`config.mk`:
```
export PLATFORM = sky130hd
export DESIGN_NAME = xyolo_read
export DESIGN_NICKNAME = d
export VERILOG_FILES = /design/src/rtl/xyolo_read.sv
export SDC_FILE = /design/constraint.sdc
export NUM_CORES = 1
export LEC_CHECK = 0
export BUFFER_PORTS_ARGS = -buffer_cell sky130_fd_sc_hd__buf_2
export CAP_MARGIN = 30
export CORE_UTILIZATION = 43
export DETAILED_ROUTE_END_ITERATION = 10
export PLACE_DENSITY = 0.76
export SYNTH_ARGS = -nofsm -noshare
export SYNTH_HDL_FRONTEND = slang
export SYNTH_SLANG_ARGS = --single-unit
```
`constraint.sdc`:
```
create_clock -name clk -period 15.2 [get_ports clk]
set_input_delay 2.28 -clock clk [delete_from_list [all_inputs] [get_ports clk]]
set_output_delay 2.28 -clock clk [all_outputs]
set_load 0.01 [all_outputs]
```
`src/rtl/xyolo_read.sv`:
```
// Operand read sequencer: walks pixel/weight/bias buffers for iter outputs of per terms each.
// Optional bias path is compiled in with macro XYOLO_READ_BIAS_EN.
module xyolo_read #(
  parameter int DATAPATH_W = 32,
  parameter int ADDR_W     = 10,
  parameter int CNT_W      = 16,
  parameter int MUL_LAT    = 4
) (
  input  logic                  clk,
  input  logic                  rst,
  input  logic                  run,
  output logic                  done,
  input  logic [CNT_W-1:0]      iter,
  input  logic [CNT_W-1:0]      per,
  input  logic [ADDR_W-1:0]     pix_start,
  input  logic [ADDR_W-1:0]     pix_incr,
  input  logic [ADDR_W-1:0]     pix_shift,
  input  logic [ADDR_W-1:0]     wgt_start,
  input  logic [ADDR_W-1:0]     wgt_incr,
  input  logic [ADDR_W-1:0]     bias_start,
  output logic [ADDR_W-1:0]     pix_addr,
  output logic [ADDR_W-1:0]     wgt_addr,
  output logic [ADDR_W-1:0]     bias_addr,
  output logic                  pix_en,
  output logic                  wgt_en,
  output logic                  bias_en,
  input  logic [DATAPATH_W-1:0] pix_data,
  input  logic [DATAPATH_W-1:0] wgt_data,
  input  logic [DATAPATH_W-1:0] bias_data,
  output logic [DATAPATH_W-1:0] flow_out_pixel,
  output logic [DATAPATH_W-1:0] flow_out_weight,
  output logic [DATAPATH_W-1:0] flow_out_bias,
  output logic                  ld_acc,
  output logic                  ld_res,
  output logic                  ld_mp
);

  typedef enum logic [1:0] {IDLE, READ, DRAIN} state_t;

  state_t              state_q;
  logic [CNT_W-1:0]    iter_q, per_q, i_q, j_q, drain_q;
  logic [ADDR_W-1:0]   pix_incr_q, pix_shift_q, wgt_start_q, wgt_incr_q;
  logic [ADDR_W-1:0]   row_q, pix_addr_q, wgt_addr_q, bias_addr_q;
  logic                en_q, bias_en_q, done_q;
  logic                vld_q, bvld_q, first_q, last_q, mp_q;
  logic [MUL_LAT-1:0]  res_pipe_q, mp_pipe_q;
  logic                last_j, last_i;

`ifdef XYOLO_READ_BIAS_EN
  localparam bit BIAS_ON = 1'b1;
  assign flow_out_bias = bvld_q ? bias_data : '0;
`else
  localparam bit BIAS_ON = 1'b0;
  logic unused_bias;
  assign unused_bias   = ^{bias_data, bvld_q};
  assign flow_out_bias = '0;
`endif

  assign last_j = (j_q == per_q - 1'b1);
  assign last_i = (i_q == iter_q - 1'b1);

  assign done      = done_q;
  assign pix_addr  = pix_addr_q;
  assign wgt_addr  = wgt_addr_q;
  assign bias_addr = bias_addr_q;
  assign pix_en    = en_q;
  assign wgt_en    = en_q;
  assign bias_en   = bias_en_q;

  // Buffer data arrives one cycle after issue; forward it straight to the datapath.
  assign flow_out_pixel  = vld_q ? pix_data : '0;
  assign flow_out_weight = vld_q ? wgt_data : '0;
  assign ld_acc          = first_q;
  assign ld_res          = res_pipe_q[MUL_LAT-1];
  assign ld_mp           = mp_pipe_q[MUL_LAT-1];

  always_ff @(posedge clk or posedge rst) begin
    if (rst) begin
      state_q     <= IDLE;
      done_q      <= 1'b1;
      iter_q      <= '0;
      per_q       <= '0;
      i_q         <= '0;
      j_q         <= '0;
      drain_q     <= '0;
      pix_incr_q  <= '0;
      pix_shift_q <= '0;
      wgt_start_q <= '0;
      wgt_incr_q  <= '0;
      row_q       <= '0;
      pix_addr_q  <= '0;
      wgt_addr_q  <= '0;
      bias_addr_q <= '0;
      en_q        <= 1'b0;
      bias_en_q   <= 1'b0;
      vld_q       <= 1'b0;
      bvld_q      <= 1'b0;
      first_q     <= 1'b0;
      last_q      <= 1'b0;
      mp_q        <= 1'b0;
      res_pipe_q  <= '0;
      mp_pipe_q   <= '0;
    end else begin
      // Operand-return stage, then the multiplier-latency delay line for result strobes.
      vld_q         <= en_q;
      bvld_q        <= bias_en_q;
      first_q       <= en_q && (j_q == '0);
      last_q        <= en_q && last_j;
      mp_q          <= en_q && last_j && (i_q != '0);
      res_pipe_q[0] <= last_q;
      mp_pipe_q[0]  <= mp_q;
      for (int k = 1; k < MUL_LAT; k++) begin
        res_pipe_q[k] <= res_pipe_q[k-1];
        mp_pipe_q[k]  <= mp_pipe_q[k-1];
      end

      case (state_q)
        IDLE: begin
          if (run && (iter != '0) && (per != '0)) begin
            state_q     <= READ;
            done_q      <= 1'b0;
            iter_q      <= iter;
            per_q       <= per;
            pix_incr_q  <= pix_incr;
            pix_shift_q <= pix_shift;
            wgt_start_q <= wgt_start;
            wgt_incr_q  <= wgt_incr;
            i_q         <= '0;
            j_q         <= '0;
            row_q       <= pix_start;
            pix_addr_q  <= pix_start;
            wgt_addr_q  <= wgt_start;
            bias_addr_q <= BIAS_ON ? bias_start : '0;
            en_q        <= 1'b1;
            bias_en_q   <= BIAS_ON;
          end
        end
        READ: begin
          if (last_j) begin
            if (last_i) begin
              state_q   <= DRAIN;
              drain_q   <= '0;
              en_q      <= 1'b0;
              bias_en_q <= 1'b0;
            end else begin
              // Next output row: pixel base advances by the outer stride, weights rewind.
              i_q        <= i_q + 1'b1;
              j_q        <= '0;
              row_q      <= row_q + pix_shift_q;
              pix_addr_q <= row_q + pix_shift_q;
              wgt_addr_q <= wgt_start_q;
              bias_en_q  <= BIAS_ON;
            end
          end else begin
            j_q        <= j_q + 1'b1;
            pix_addr_q <= pix_addr_q + pix_incr_q;
            wgt_addr_q <= wgt_addr_q + wgt_incr_q;
            bias_en_q  <= 1'b0;
          end
        end
        DRAIN: begin
          if (drain_q == CNT_W'(MUL_LAT)) begin
            state_q <= IDLE;
            done_q  <= 1'b1;
          end else begin
            drain_q <= drain_q + 1'b1;
          end
        end
        default: state_q <= IDLE;
      endcase
    end
  end

endmodule

```
## Word-level counts from Yosys, hierarchy flattened

Cells that the tools add are included.
Widths: inputs -> output; s select.

- Add/subtract/negate cells: 8
- Eq/ne operators: 12
- Multiplexer cells: 36
- Reduce and logical (&&, ||, !) cells: 21

Operators by type and width:

| operator | number |
|---|---|
| $mux 16 | 8 |
| $pmux 16 s2 | 3 |
| $mux 10 | 7 |
| $mux 32 | 2 |
| $pmux 10 s2 | 3 |
| $add 16x1->16 const B | 3 |
| $reduce_bool 16->1 | 3 |
| $eq 16x16->1 | 2 |
| $sub 16x1->16 const B | 2 |
| $add 10x10->10 | 3 |
| $eq 16x3->1 const B | 1 |
| $logic_not 16->1 | 1 |
| $reduce_and 4->1 | 4 |
| $ne 2x2->1 const B | 6 |
| $mux 2 | 4 |
| $pmux 1 s2 | 3 |
| $pmux 2 s3 | 1 |
| $reduce_and 3->1 | 2 |
| $reduce_bool 2->1 | 3 |
| $logic_and 1x1->1 | 5 |
| $mux 1 | 5 |
| $reduce_and 2->1 | 2 |
| $ne 3x3->1 const B | 1 |
| $eq 2x1->1 const B | 1 |
| other kinds (2) | 2 |

- Register bits after elaboration: 167
- Output and inout port bits: 133
- Word-level logic and storage cells: 99

## Logic depth before layout (Yosys ltp)

- Word-level depth: 5
- Mapped depth: 13

## Least setup slack after synthesis

OpenSTA, ideal clock, no wires.

- Path kind: in2out
- Start: input pix_data[0]
- End: output flow_out_pixel[0]
- Arrival time: 2445 ps
- Data required time: 12920 ps
- Slack: 10475 ps
- Cell stages on the path: 1
- Cell sequence: and2_1

- Word-level cells in the longest chain between the ends: 1

RTL lines:

| what | line | source |
|---|---|---|
| from (decl) | 27 | `input logic [DATAPATH_W-1:0] pix_data,` |
| $mux 32 | 71 | `assign flow_out_pixel = vld_q ? pix_data : '0;` |
| to (decl) | 30 | `output logic [DATAPATH_W-1:0] flow_out_pixel,` |

Every way passes these cells.

## Worst setup path in the final report

- Start: input wgt_data[20]
- End: output flow_out_weight[20]

- Word-level cells in the longest chain between the ends: 1

RTL lines:

| what | line | source |
|---|---|---|
| from (decl) | 28 | `input logic [DATAPATH_W-1:0] wgt_data,` |
| $mux 32 | 72 | `assign flow_out_weight = vld_q ? wgt_data : '0;` |
| to (decl) | 31 | `output logic [DATAPATH_W-1:0] flow_out_weight,` |

Every way passes these cells.

==> metrics.txt <==
post-route antenna net violation count 0; clock skew 0.0133 ns; DP Cell Count 1723; Synthesis Warnings 0; RSZ-0062 raised after global routing no; routed via count 9408; drt pass-1 iters 5; commonest cells after routing, fill and taps aside nand2_1 (266), buf_2 (238), dfrtp_1 (165), nor2_1 (79), and2_1 (70); final hold viol count 0; CTS tree yes; fin crit period 5.14 ns; maximum vdd ir drop 0.0748 mV; routed length per instance 17.9 um; status finished clean; Longest Clk Path Bufs 2; detailed placement HPWL 23400 um; Die Y-Extent 157 um; Max-Cap Viols 0; Syn Area/Cell 8.48 um2; DRC 0; fin crit share 33.8%; critical path fanouts, max 1; Cell Rows 56; Tot Pwr 1.40 mW; ranking of synthesized cells by area dfrtp_1 (40%), nand2_1 (9.7%), and2_1 (4.3%), ha_1 (4.3%), xnor2_1 (4.1%); Total GRT Usage 26.5%; Worst EP arrival 2.86 ns; clk root buf clkbuf_16; Initial Utilization 43.8%; first-pass GRT wire length 49400 um; Starting DRT DRC Count 625; Seq cells post-synth 166; total grt overflow 0; die width 157 um; total CTS buffers 17; Max Fclk 195 MHz; crit start category input port; Setup violations, final 0; worst-skew pair later-pin latency 0.43 ns; critical path endpoint category output port; post-synth cell types 67; I/O Buffers 238; drt total wl 31400 um; Yosys top cell area share 40.2%; Slew headroom 31.4%; max-slew violation count 0; # fillers 2162; largest net degree at the start of global routing 95; main flop type after synthesis dfrtp_1; cell count after synthesis 1212; setup_tns 0 ns; vias per cell 5.35; Leak Pwr 6.04 nW; pwr dens 115 mW/mm2; Crit Path Category in -> out; commonest non-fill, non-tap cell in the layout nand2_1; share of post-route cells with drive strength above 1 21.2%; final core occ 52.0%; cts repair resizes 0; Layout area overhead 18.7%; total core area 0.0235 mm2; hold buffers post-CTS 0; Worst EP required 12.92 ns; vias in the first global route 8968; GP Congestion 1.02; FFs w/ async S/R, synth 100%; CTS sink cnt 166; die footprint 0.0245 mm2; Tightest Pin Transition 1.02 ns; H-tree level count 4; synthesized area 0.0103 mm2; antenna violations before repair 3; postcts setup bufs 0; Nets 1653; post-synth top area cell dfrtp_1; HP Class reg -> reg; Non-Filler Instances 1757; post-synthesis sequential area ratio 40.4%; clock slew at reported path FFs 0.06 ns; number of flops mapped to enable cells by yosys 0; IO Pins 324
path summary, 6_finish.rpt:
check | to | depth (start not counted) | startpoint | slack [ns]
setup / recovery | flow_out_weight[20] | 3 | wgt_data[20] | 10.06
hold reg to reg | res_pipe_q[0] | 0 | last_q | 0.35
min in group asynchronous | wgt_incr_q[3] | 2 | rst | 1.99
hold / removal | res_pipe_q[0] | 0 | last_q | 0.35
max in group asynchronous | drain_q[13] | 3 | rst | 11.70
setup reg to reg | pix_addr[7] | 14 | per_q[0] | 11.18
layer usage:
metal	up-vias	track usage [%]	share of wire, %	wire length (um)
met5	-	0	0.041	13
met2	368	43.7	47	14800
li1	4468	-	-	-
met4	2	13.2	4.4	1390
met3	53	6.01	6.6	2090
met1	4517	32.5	42	13100
final cells by class:
cell class                 count  area [um2]  share of cell area (%)
tap                          319         399                    3.27
timing repair buffer         249        1330                    10.9
inverter                      32         125                    1.02
antenna                        1        2.50                  0.0205
sequential                   166        4160                    34.0
clock buffer                  20         467                    3.82
multi-input combinational    958        5620                    46.0
clock inverter                12         116                   0.953
synthesized netlist by cell type (all sizes together) (2+ instances only):
library cell  count
nor4             23
nand2           266
a31o              3
and2             70
a21o             18
mux2              3
a311oi            3
inv              32
o211ai            4
o21ai            70
or2               2
or4               2
mux2i            20
ha               35
nand3            22
and3             20
a21boi            5
and4              7
o21a              7
buf              59
o31ai             4
xnor2            48
dfrtp           165
nor3b             4
nand4            20
nor3             28
nand2b            5
a221oi            2
a31oi            12
xor2             30
clkbuf           39
nor4b             5
nor2b            14
fa                3
a211oi           11
a21oi            36
or3              14
nor2             79
a22o              4
a211o             2
critical path, stage by stage:
cell and delay (ns):
buf_2 0.10, and2_1 0.29, buf_2 0.19
power by group:
part	leakage (nW)	total (mW)	internal (mW)	switching (mW)
combinational	3.61	0.420	0.205	0.215
clock	0.289	0.433	0.241	0.192
sequential	2.13	0.549	0.492	0.0571
total	6.04	1.40	0.938	0.464
sequential cells by signal, indices dropped and copies added, names as in the netlist:
| name | count |
|---|---|
| iter_q | 16 |
| wgt_addr | 10 |
| pix_incr_q | 10 |
| last_q | 1 |
| pix_addr | 10 |
| per_q | 16 |
| i_q | 16 |
| wgt_start_q | 10 |
| drain_q | 16 |
| state_q | 2 |
| mp_pipe_q | 4 |
| pix_shift_q | 10 |
| row_q | 10 |
| vld_q | 1 |
| mp_q | 1 |
| pix_en | 1 |
| done | 1 |
| ld_acc | 1 |
| j_q | 16 |
| wgt_incr_q | 10 |
| res_pipe_q | 4 |
logic make-up after synthesis:
| kind of cell | after synthesis | synth area share (%) |
|---|---|---|
| simple gates | 585 | 27.3 |
| compound gates | 191 | 11.8 |
| flops | 166 | 40.4 |
| buf+inv | 130 | 6.72 |
| xor+xnor | 78 | 6.64 |
| fa+ha+maj | 38 | 4.84 |
| mux | 23 | 2.31 |
| other cells | 1 | 0.0365 |
per-stage QoR:
stage                     worst slack (ns)  area, um2  hold WS, ns
final                                10.06      12200        0.347
after global routing                  9.95      12200        0.356
after CTS                            10.02      12200        0.350
after detailed placement              9.59      11600        0.335
after global placement                9.21      11500        0.332
after floorplan                       8.43      10400        0.331
Note: power is estimated with default switching activity, not from simulation.
